$ cat config.mk
export PLATFORM = sky130hd
export DESIGN_NAME = serial_addsub
export DESIGN_NICKNAME = d
export VERILOG_FILES = /design/src/rtl/serial_addsub.sv
export SDC_FILE = /design/constraint.sdc
export NUM_CORES = 1
export LEC_CHECK = 0
export ABC_AREA = 0
export CAP_MARGIN = 20
export CORE_UTILIZATION = 55
export CTS_CLUSTER_DIAMETER = 40
export DETAILED_ROUTE_END_ITERATION = 8
export GPL_TIMING_DRIVEN = 0
export HOLD_SLACK_MARGIN = 0.08
export PLACE_DENSITY = 0.9
export SLEW_MARGIN = 20
export SYNTH_ARGS = -nofsm -noshare
export SYNTH_HDL_FRONTEND = slang
export SYNTH_SLANG_ARGS = --single-unit
export TNS_END_PERCENT = 5
$ cat constraint.sdc
create_clock -name clk -period 4.1 [get_ports clk]
set_clock_uncertainty 0.15 [all_clocks]
set_input_delay 0.615 -clock clk [delete_from_list [all_inputs] [get_ports clk]]
set_output_delay 0.615 -clock clk [all_outputs]
set_load 0.02 [all_outputs]
$ cat src/rtl/serial_addsub.sv
// Bit-serial adder/subtractor: one DIGIT-wide ripple group is reused over
// N = WIDTH/DIGIT cycles, with a start/busy/done handshake and held results.
module serial_addsub #(
  parameter int WIDTH = 8,
  parameter int DIGIT = 1
) (
  input  logic             clk,
  input  logic             rst,
  input  logic             start,
  input  logic             sub,
  input  logic [WIDTH-1:0] a,
  input  logic [WIDTH-1:0] b,
  output logic             busy,
  output logic             done,
  output logic [WIDTH-1:0] sum,
  output logic             cout,
  output logic             ovf
);

  localparam int N  = WIDTH / DIGIT;
  localparam int CW = (N > 1) ? $clog2(N) : 1;

  typedef enum logic [1:0] {IDLE, RUN, DONE} state_t;

  state_t           r_state;
  state_t           w_state_next;
  logic [WIDTH-1:0] r_a;
  logic [WIDTH-1:0] r_b;
  logic [WIDTH-1:0] r_ps;
  logic             r_carry;
  logic [CW-1:0]    r_count;
  logic             r_busy;
  logic             r_done;
  logic [WIDTH-1:0] r_sum;
  logic             r_cout;
  logic             r_ovf;

  logic [DIGIT:0]   w_c;
  logic [DIGIT-1:0] w_dsum;
  logic [WIDTH-1:0] w_ps_next;
  logic             w_last;
  logic             w_load;

  // Ripple group over the low DIGIT bits; w_c[DIGIT-1] is the carry into the
  // group's top bit, which on the final digit is the carry into bit WIDTH-1.
  assign w_c[0] = r_carry;
  generate
    for (genvar gi = 0; gi < DIGIT; gi++) begin : g_ripple
      assign w_dsum[gi]  = r_a[gi] ^ r_b[gi] ^ w_c[gi];
      assign w_c[gi + 1] = (r_a[gi] & r_b[gi]) | (w_c[gi] & (r_a[gi] ^ r_b[gi]));
    end
    if (DIGIT == WIDTH) begin : g_ps_full
      assign w_ps_next = w_dsum;
    end else begin : g_ps_shift
      assign w_ps_next = {w_dsum, r_ps[WIDTH-1:DIGIT]};
    end
  endgenerate

  assign w_last = (r_count == CW'(N - 1));
  assign w_load = start && (r_state != RUN);

  always_comb begin
    w_state_next = r_state;
    case (r_state)
      IDLE:    if (start) w_state_next = RUN;
      RUN:     if (w_last) w_state_next = DONE;
      DONE:    w_state_next = start ? RUN : IDLE;
      default: w_state_next = IDLE;
    endcase
  end

  always_ff @(posedge clk) begin
    if (rst) r_state <= IDLE;
    else     r_state <= w_state_next;
  end

  always_ff @(posedge clk) begin
    if (rst) begin
      r_a     <= '0;
      r_b     <= '0;
      r_ps    <= '0;
      r_carry <= 1'b0;
      r_count <= '0;
      r_busy  <= 1'b0;
      r_done  <= 1'b0;
      r_sum   <= '0;
      r_cout  <= 1'b0;
      r_ovf   <= 1'b0;
    end else begin
      r_busy <= (w_state_next == RUN);
      r_done <= (w_state_next == DONE);
      if (w_load) begin
        // Subtraction is a + ~b + 1: invert B and seed the carry with 1.
        r_a     <= a;
        r_b     <= sub ? ~b : b;
        r_carry <= sub;
        r_count <= '0;
      end else if (r_state == RUN) begin
        r_a     <= r_a >> DIGIT;
        r_b     <= r_b >> DIGIT;
        r_ps    <= w_ps_next;
        r_carry <= w_c[DIGIT];
        r_count <= r_count + CW'(1);
        if (w_last) begin
          r_sum  <= w_ps_next;
          r_cout <= w_c[DIGIT];
          r_ovf  <= w_c[DIGIT] ^ w_c[DIGIT-1];
        end
      end
    end
  end

  assign busy = r_busy;
  assign done = r_done;
  assign sum  = r_sum;
  assign cout = r_cout;
  assign ovf  = r_ovf;

endmodule

After elaboration in Yosys (flattened, before gate mapping). Index checks and enable logic that the tools add are counted.

Flip-flop bits (word level): 42. Latch bits: 0. Bits in writable memories: 0. Bits in read-only memories: 0. Output and inout port bits: 12. Logic and storage cells: 43. Memories kept: 0.

$add $sub $neg: 1. Multiply operators: 0. Divide/modulo/power cells: 0. $lt $le $gt $ge: 0. Eq/ne operators: 6. Shift operators: 0. Muxes and demuxes: 11. Bitwise logic cells: 8. Reduce and logical (&&, ||, !) cells: 6.

Operators by type and width (number): $mux W8 (5); $not A8 Y8 (1); $pmux W2 S3 (1); $eq A2 B1 Y1 const B (2); $eq A2 B2 Y1 const B (2); $mux W2 (2); $add A3 B1 Y3 const B (1); $eq A3 B3 Y1 const B (1); $mux W1 (3); $reduce_and A3 Y1 (1); $xor A1 B1 Y1 (3); $and A1 B1 Y1 (2); $logic_not A2 Y1 (1); $ne A2 B1 Y1 const B (1); $reduce_and A2 Y1 (1); $reduce_bool A2 Y1 (1); $reduce_or A2 Y1 (1); $logic_and A1 B1 Y1 (1); $not A1 Y1 (1); $or A1 B1 Y1 (1).

Logic depth before layout (Yosys ltp). Gate-level depths: netlist (run 1).

Depth after elaboration: 5. Gate-level depth with buffers: 6. Depth with buffers taken out: 5.

Worst setup path after synthesis (run 1). OpenSTA, ideal clock, no wires.

Path kind: input to register. From: input start. To: register r_b[5]. Arrival time: 1.286 ns. Required time: 3.882 ns. Slack: 2.596 ns. Cell stages on the path: 4. Path buffers: 2. Cell sequence: buf_2 buf_4 a211o_1 a21oi_2.

Word-level cells in the longest chain between the ends: 2.

Ends and longest elaborated chain: from (decl) (line 9) `input logic start,`; $logic_and A1 B1 Y1 (*) (line 60) `assign w_load = start && (r_state != RUN);`; $mux W8 / $reduce_bool A2 Y1 (equally long branches); to (signal assigned) (line 95) `r_b <= sub ? ~b : b;`; to (signal assigned) (line 100) `r_b <= r_b >> DIGIT;`; to (decl) (line 28) `logic [WIDTH-1:0] r_b;`.

Mark *: on every way between the ends. The rest lies on a longest branch, timed or not. A chain may end at the register's enable or synchronous reset.

Worst setup path after layout (run 1).
From: register r_ovf (netlist: ovf). To: output ovf.

RTL lines: from (decl) (line 36) `logic r_ovf;`; from (signal assigned) (line 107) `r_ovf <= w_c[DIGIT] ^ w_c[DIGIT-1];`; to (decl) (line 17) `output logic ovf`.

No word-level cell between the ends.

==> results of run 1 <==
-- final timing paths --
kind,slack [ns],from,end
min,0.31,r_ps[1]$_SDFFE_PP0P_,r_ps[1]$_SDFFE_PP0P_
max,2.03,ovf$_SDFFE_PP0P_,ovf
max reg2reg,2.53,r_count[0]$_SDFFE_PP0P_,cout$_SDFFE_PP0P_
min reg2reg,0.31,r_ps[1]$_SDFFE_PP0P_,r_ps[1]$_SDFFE_PP0P_
-- report_power, final --
part           internal [mW]  total [mW]  switching [mW]
logic                 0.0591       0.112          0.0534
registers              0.417       0.428          0.0112
clock network         0.0810       0.200           0.119
-- layer usage --
metal / vias to the layer above / global-route usage / part of all wire
li1: 723 / - / -
met1: 665 / 0.2797 / 0.47
met2: 22 / 0.3432 / 0.47
met3: 10 / 0.04688 / 0.030
met4: 0 / 0.1020 / 0.023
met5: - / 0 / 0
-- worst register-to-register path, cell delays in order (launching register included) --
cell and delay, ns:
dfxtp_1 0.36, ha_1 0.16, ha_1 0.18, and3b_1 0.21
buf_2 0.23, nand2_1 0.08, a21oi_1 0.12
-- cell usage after synthesis --
cell	number
nand2_1	41
nand3b_1	4
fa_1	1
inv_1	1
ha_1	2
nor3_1	1
a21oi_2	2
clkbuf_1	4
nor2_1	21
buf_4	4
nor2b_4	1
dfxtp_1	41
xnor2_1	9
a21oi_1	24
buf_2	4
nand2b_1	2
and3b_1	1
a211oi_1	9
a2bb2oi_1	1
a2111oi_2	1
buf_6	4
mux2i_1	9
a211o_1	7
-- state kept, by name, summed over array words and instances, names as in the netlist --
register / count
busy: 1
cout: 1
done: 1
ovf: 1
r_a: 8
r_b: 8
r_carry: 1
r_count: 3
r_ps: 7
r_state: 2
sum: 8
-- stage by stage --
stage,hold slack (ns),util,cells,worst slack [ns]
after floorplan,0.2821,-,194,2.596
after global placement,0.2926,0.6893,267,2.102
after detailed placement,0.2981,0.6893,267,2.114
after CTS,0.3132,0.7074,274,2.017
after global routing,0.3244,0.7074,274,1.993
final,0.3114,0.7074,274,2.030
-- area by class of cell --
type,instances,area share
clock buffers,7,0.02570
well taps,44,0.02570
inverters,1,0.001752
plain buffers,16,0.05140
multi-input cells,136,0.3768
repair buffers,29,0.1355
flip-flops and latches,41,0.3832
-- logic make-up after synthesis --
group / share of synthesized area
adder cells (fa/ha/maj): 0.02586
AO/OA/AOI/OAI: 0.1667
flip-flops: 0.4713
multiplexers: 0.05173
buffers and inverters: 0.06537
XOR/XNOR: 0.04526
AND/OR/NAND/NOR: 0.1739
==> impl_metrics.csv, run 1 <==
group,metric,value,unit
run_status,status,"finished clean",
detailed_routing,wl_per_cell,11.82,µm
cts,clk_root_buffer_cell,"clkbuf_4",
grt,grt_pass1_vias,1251,
cts,numCtsBuffers,5,
sta,min_period_over_period,0.5050,
critical_path,path_cells,"clkdlybuf4s50_1",
critical_path,cp_slowest_cell,"clkdlybuf4s50_1",
finish,seq_area,820.8,µm²
synth,ys_ff_latch,41,
finish,multi_input_comb_area,807.0,µm²
cts,cts.sinks,41,
synth,synth.area.top_cells,"dfxtp_1 47%, nand2_1 8.8%, a21oi_1 6.9%",
synth,synth_area_leader_cell,"dfxtp_1",
die,coreArea,3028,µm²
placement,place_area,2087,µm²
synth,syn_area,1742,µm²
critical_path,critPathLaunchType,"flop",
sta,slew_violations,0,
detailed_routing,vias,1420,
detailed_routing,antenna_left,0,
cts,ctsHoldBuffers,0,
synth,ys_warn_count,0,
finish,drive_above_1_share,0.09565,
cts,cts_setup_buffers,0,
cts,clk_path_buf_depth,2,
critical_path,worst-path-max-fanout,2,
critical_path,cp_num_cells,1,
critical_path,worstPathRequired,3.34,ns
die,initial_core_util,0.5752,
synth,synth_fp_nets,217,
finish,fin_area,2142,µm²
synth,ys_types,23,
sta,setup-violations-final,0,
power,total_power,741.0,µW
detailed_routing,via_per_inst,5.182,
sta,setup_tns,0,ns
sta,hold_viol_final,0,
critical_path,r2r_cells,6,
detailed_routing,drtIter0Drc,71,
grt,antenna_found_initial,0,
detailed_routing,wl,3240,µm
run,drv_cap,0,
power,power_density,345.9,nW/µm²
sta,rsz0062_at_grt,"no",
cts,cts_max_level,2,
detailed_routing,drc,0,
placement,portBuffers,29,
cts,clk_latency,0.35,ns
power,vdd_drop_max,217.8,µV
die,dieArea,3396,µm²
finish,syn_to_final_growth,22.99,%
critical_path,critical_path_buf_inv_count,1,
hold_path,min_path_cells,2,
synth,synth.avg_cell_area,8.978,µm²
sta,relSlewSlack,0.6814,
die,dieHeight,58.28,µm
finish,mostFrequentLayoutCells,"41 x nand2_1, 41 x dfxtp_1, 29 x clkdlybuf4s50_1, 24 x a21oi_1, 21 x nor2_1",
cts,clkTransAtPathRegs,0.11,ns
cts,cts_resized,0,
die,die_width,58.28,µm
sta,fmax,483.0,MHz
finish,fill_cells,235,
hold_path,holdCritPathClass,"flop to flop",
synth,yosysSeqAreaShare,0.4713,
finish,nets,253,
grt,grt_overflow,0,
synth,synthesis.instances,194,
finish,diodes,0,
critical_path,critPathKind,"flop to output port",
sta,tightestPinTransition,0.4779,ns
grt,grt_pass1_wl,5506,µm
placement,dp_hpwl,2287,µm
die,num_rows,20,
cts,cts_tree,"done",
critical_path,path_delay_family,"buffers and inverters",
critical_path,crit_arrival,1.31,ns
sta,fin_crit,2.070,ns
power,p_leak,0.8104,nW
die,io_pins,32,
synth,synth.top_cell.area_share,0.4713,
critical_path,max_stage_delay,0.60,ns
grt,grtUsageTotal,0.2158,
placement,gp_congestion,0.8084,
critical_path,endpoint_kind,"output port",
detailed_routing,drt-pass1-iter-count,4,
grt,grt_max_degree,12,
Power figures use the tool's default switching activity.
==> inputs of run 2 (changes only) <==
--- a/config.mk
+++ b/config.mk
@@ -7,12 +7,12 @@
 export LEC_CHECK = 0
 export ABC_AREA = 0
 export CAP_MARGIN = 20
-export CORE_UTILIZATION = 55
+export CORE_UTILIZATION = 51
 export CTS_CLUSTER_DIAMETER = 40
 export DETAILED_ROUTE_END_ITERATION = 8
 export GPL_TIMING_DRIVEN = 0
 export HOLD_SLACK_MARGIN = 0.08
-export PLACE_DENSITY = 0.9
+export PLACE_DENSITY = 0.85
 export SLEW_MARGIN = 20
 export SYNTH_ARGS = -nofsm -noshare
 export SYNTH_HDL_FRONTEND = slang
==> constraint.sdc (replaced) <==
create_clock -name clk -period 2.2 [get_ports clk]
set_clock_uncertainty 0.15 [all_clocks]
set_input_delay 0.33 -clock clk [delete_from_list [all_inputs] [get_ports clk]]
set_output_delay 0.33 -clock clk [all_outputs]
set_load 0.02 [all_outputs]
==> impl_metrics.csv, run 2 (same netlist as run 1, synthesis figures left out) <==
group,metric,value,unit
placement,portBuffers,29,
cts,numCtsBuffers,5,
finish,multi_input_comb_area,807.0,µm²
cts,ctsHoldBuffers,0,
grt,busiest_layer,"met2",
cts,cts_tree,"done",
cts,clk_path_buf_depth,2,
detailed_routing,drc,0,
die,num_rows,20,
critical_path,critical_path_buf_inv_count,1,
cts,cts_resized,0,
placement,preCtsSetupSlack,0.4733,ns
sta,slew_violations,0,
sta,relSlewSlack,0.6878,
detailed_routing,drt-pass1-iter-count,4,
cts,clkTransAtPathRegs,0.11,ns
placement,dp_hpwl,2364,µm
grt,grtUsageTotal,0.2129,
power,vdd_drop_max,454.4,µV
power,p_leak,0.8203,nW
finish,seq_area,820.8,µm²
critical_path,cp_slowest_cell,"clkdlybuf4s50_1",
sta,setup_tns,0,ns
critical_path,max_stage_delay,0.61,ns
die,dieArea,3653,µm²
sta,hold_viol_final,0,
finish,fill_cells,278,
placement,gp_congestion,0.7392,
grt,grt_overflow,0,
grt,grt_util_met2,0.3438,
detailed_routing,wl_per_cell,11.98,µm
run_status,status,"finished clean",
sta,setup_ws,0.4046,ns
sta,tightestPinTransition,0.4683,ns
die,dieHeight,60.44,µm
critical_path,critPathLaunchType,"flop",
detailed_routing,via_per_inst,5.160,
sta,rsz0062_at_grt,"no",
die,coreArea,3153,µm²
sta,hold_slack,0.2185,ns
critical_path,endpoint_kind,"output port",
sta,setup-violations-final,0,
grt,grt_max_degree,13,
grt,grt_pass1_wl,5651,µm
placement,place_area,2087,µm²
cts,clk_latency,0.35,ns
sta,min_period_over_period,0.8161,
die,initial_core_util,0.5524,
cts,cts_max_level,2,
cts,cts_setup_buffers,0,
die,die_width,60.44,µm
grt,grt_use_met1,0.2576,
power,power_density,663.6,nW/µm²
grt,global_route.usage.met3,0.04478,
die,io_pins,32,
critical_path,path_cells,"clkdlybuf4s50_1",
finish,mostFrequentLayoutCells,"41 x nand2_1, 41 x dfxtp_1, 29 x clkdlybuf4s50_1, 24 x a21oi_1, 21 x nor2_1",
critical_path,worst-path-max-fanout,2,
run,drv_cap,0,
finish,stdcell_count,275,
critical_path,critPathKind,"flop to output port",
cts,clk_root_buffer_cell,"clkbuf_4",
detailed_routing,antenna_left,0,
finish,syn_to_final_growth,23.85,%
critical_path,path_delay_family,"buffers and inverters",
critical_path,crit_arrival,1.32,ns
sta,fmax,557.0,MHz
hold_path,holdCritPathClass,"primary input to flop",
cts,cts.sinks,41,
finish,diodes,0,
finish,fin_area,2157,µm²
grt,antenna_found_initial,0,
finish,drive_above_1_share,0.1039,
detailed_routing,vias,1419,
critical_path,worstPathRequired,1.72,ns
grt,grt_pass1_vias,1302,
detailed_routing,wl,3295,µm
finish,nets,253,
sta,fin_crit,1.795,ns
placement,placed_cells,267,
detailed_routing,drtIter0Drc,86,
-- run 2: cell types whose count changed in the layout (fill, tap and decap cells not counted) --
| cell | delta |
|---|---|
| clkbuf_1 | -1 |
| clkbuf_8 | +1 |
| clkinv_2 | +1 |
-- run 2: cell type report --
class | instances | area share
clock buffer | 7 | 0.03016
buffer | 16 | 0.05104
multi-input combinational | 136 | 0.3741
tap | 44 | 0.02552
clock inverter | 1 | 0.002320
sequential | 41 | 0.3805
inverter | 1 | 0.001740
timing repair buffer | 29 | 0.1346
-- run 2: where the power goes --
group / leakage [nW] / switching (mW) / internal (mW) / total [mW]
registers: 0.335 / 0.0213 / 0.778 / 0.799
logic: 0.444 / 0.0987 / 0.110 / 0.209
clock network: 0.0413 / 0.238 / 0.185 / 0.424
total: 0.820 / 0.358 / 1.07 / 1.43
-- run 2: metrics by stage --
stage / util / total power [mW]
2_1_floorplan: - / 0.9568
3_3_place_gp: 0.6619 / 1.020
3_5_place_dp: 0.6619 / 1.024
4_1_cts: 0.6841 / 1.439
5_1_grt: 0.6841 / 1.501
6_report: 0.6841 / 1.431
-- run 2: routing by layer --
metal / vias up / routed length, µm / part of all wire
met5: - / 0 / 0
met4: 0 / 93 / 0.028
met3: 8 / 102 / 0.031
met2: 25 / 1586 / 0.48
met1: 660 / 1512 / 0.46
li1: 726 / - / -
-- run 2: worst paths after layout --
check / slack [ns] / endpoint / depth (start not counted) / start
hold / removal: 0.22 / r_b[7]$_SDFFE_PP0P_ / 3 / start
setup / recovery: 0.40 / ovf / 1 / ovf$_SDFFE_PP0P_
hold reg to reg: 0.31 / sum[7]$_SDFFE_PP0P_ / 2 / sum[7]$_SDFFE_PP0P_
setup reg to reg: 0.64 / ovf$_SDFFE_PP0P_ / 5 / r_count[0]$_SDFFE_PP0P_
==> inputs of run 3 (changes only) <==
==> constraint.sdc (replaced) <==
create_clock -name clk -period 1.7 [get_ports clk]
set_clock_uncertainty 0.15 [all_clocks]
set_input_delay 0.255 -clock clk [delete_from_list [all_inputs] [get_ports clk]]
set_output_delay 0.255 -clock clk [all_outputs]
set_load 0.02 [all_outputs]
==> impl_metrics.csv, run 3 (same netlist as run 1, synthesis figures left out) <==
group,metric,value,unit
detailed_routing,drt-pass1-iter-count,4,
critical_path,max_stage_delay,0.34,ns
finish,fin_area,2152,µm²
finish,fill_cells,281,
die,dieArea,3653,µm²
finish,multi_input_comb_area,807.0,µm²
detailed_routing,antenna_left,0,
finish,nets,253,
run_status,status,"finished clean",
critical_path,worst-path-max-fanout,10,
finish,seq_area,820.8,µm²
placement,placed_cells,267,
power,p_leak,0.9006,nW
die,dieHeight,60.44,µm
cts,clkTransAtPathRegs,0.11,ns
cts,numCtsBuffers,5,
sta,relSlewSlack,0.6878,
sta,hold_viol_final,0,
grt,grt_pass1_wl,5664,µm
run,drv_cap,0,
detailed_routing,dr_wl_met3,100,µm
sta,fin_crit,1.562,ns
cts,cts_setup_buffers,0,
finish,mostFrequentLayoutCells,"41 x nand2_1, 41 x dfxtp_1, 24 x a21oi_1, 21 x nor2_1, 17 x clkdlybuf4s50_1",
critical_path,endpoint_kind,"flop",
sta,tightestPinTransition,0.4683,ns
critical_path,critPathKind,"flop to flop",
critical_path,worstPathRequired,1.82,ns
finish,stdcell_count,275,
power,power_density,861.3,nW/µm²
cts,clk_latency,0.36,ns
detailed_routing,via_per_inst,5.135,
grt,antenna_found_initial,0,
detailed_routing,drtIter0Drc,72,
cts,cts.sinks,41,
detailed_routing,met2_length,1596,µm
grt,grt_pass1_vias,1304,
sta,min_period_over_period,0.9188,
detailed_routing,wl_per_cell,12.03,µm
cts,clk_root_buffer_cell,"clkbuf_4",
sta,rsz0062_at_grt,"no",
power,vdd_drop_max,588.1,µV
sta,setup-violations-final,0,
placement,place_area,2087,µm²
placement,portBuffers,29,
critical_path,cp_slowest_cell,"dfxtp_1",
grt,grtUsageTotal,0.2133,
hold_path,holdCritPathClass,"primary input to flop",
detailed_routing,route.top_layer_used,"met4",
grt,grt_max_degree,13,
die,io_pins,32,
cts,cts_max_level,2,
detailed_routing,vias,1412,
die,num_rows,20,
detailed_routing,drc,0,
die,coreArea,3153,µm²
finish,diodes,0,
sta,fmax,640.2,MHz
die,initial_core_util,0.5524,
die,die_width,60.44,µm
finish,drive_above_1_share,0.1039,
detailed_routing,met1_length,1518,µm
critical_path,path_cells,"ha_1 > ha_1 > and3b_1 > clkbuf_4 > a211oi_1",
critical_path,crit_arrival,1.69,ns
critical_path,cp_common_cell,"ha_1",
placement,dp_hpwl,2364,µm
cts,clk_path_buf_depth,2,
critical_path,critPathLaunchType,"flop",
detailed_routing,wl,3308,µm
grt,grt_overflow,0,
sta,slew_violations,0,
placement,gp_congestion,0.7392,
cts,cts_tree,"done",
sta,setup_tns,0,ns
finish,syn_to_final_growth,23.56,%
==> run 3: area by class of cell <==
cell class,count,area share
Buffer,16,0.05233
Clock buffer,7,0.03023
Clock inverter,1,0.002326
Inverter,1,0.001744
Multi-Input combinational cell,136,0.3750
Sequential cell,41,0.3814
Tap cell,44,0.02558
Timing Repair Buffer,29,0.1314
==> run 3: per-layer routing <==
layer	vias up	track usage
met5	-	0
met4	0	0.1364
met3	8	0.04478
met2	25	0.3438
met1	653	0.2589
li1	726	-
==> run 3: path summary, 6_finish.rpt <==
check                        end  cells after the start                    start  slack (ns)
min          r_b[7]$_SDFFE_PP0P_                      3                    start        0.14
max             ovf$_SDFFE_PP0P_                      5  r_count[0]$_SDFFE_PP0P_        0.14
min reg2reg  sum[7]$_SDFFE_PP0P_                      2      sum[7]$_SDFFE_PP0P_        0.31
max reg2reg     ovf$_SDFFE_PP0P_                      5  r_count[0]$_SDFFE_PP0P_        0.14
==> run 3: stage by stage <==
| stage | hold WS [ns] | worst slack [ns] | util | total power [mW] |
|---|---|---|---|---|
| CTS | 0.1376 | 0.005556 | 0.6802 | 1.863 |
| global route | 0.1562 | 0.01971 | 0.6825 | 1.942 |
| floorplan | 0.1810 | 0.2940 | - | 1.238 |
| detailed placement | 0.2987 | 0.04830 | 0.6619 | 1.326 |
| finish | 0.1434 | 0.1381 | 0.6825 | 1.854 |
| global placement | 0.2921 | 0.06563 | 0.6619 | 1.320 |
==> run 3: worst max-delay path: cells and delay by family, from the launching register on <==
kind	cells	cell delay, ns
DFF	1	0.34
and+or+nand+nor	1	0.19
AOI/OAI and AO/OA	1	0.20
buffers and inverters	1	0.19
adders and majority gates	2	0.41
==> run 3: what timing repair did <==
item,in CTS,in global routing
hold endpoints to repair,0,0
resized for setup,10,3
hold buffers,0,0
setup endpoints to repair,10,3
==> run 3: power breakdown <==
part	internal, mW	leakage, nW	total [mW]	switching [mW]
clock	0.240	0.0413	0.550	0.310
combinational	0.142	0.524	0.270	0.128
sequential	1.01	0.335	1.03	0.0275
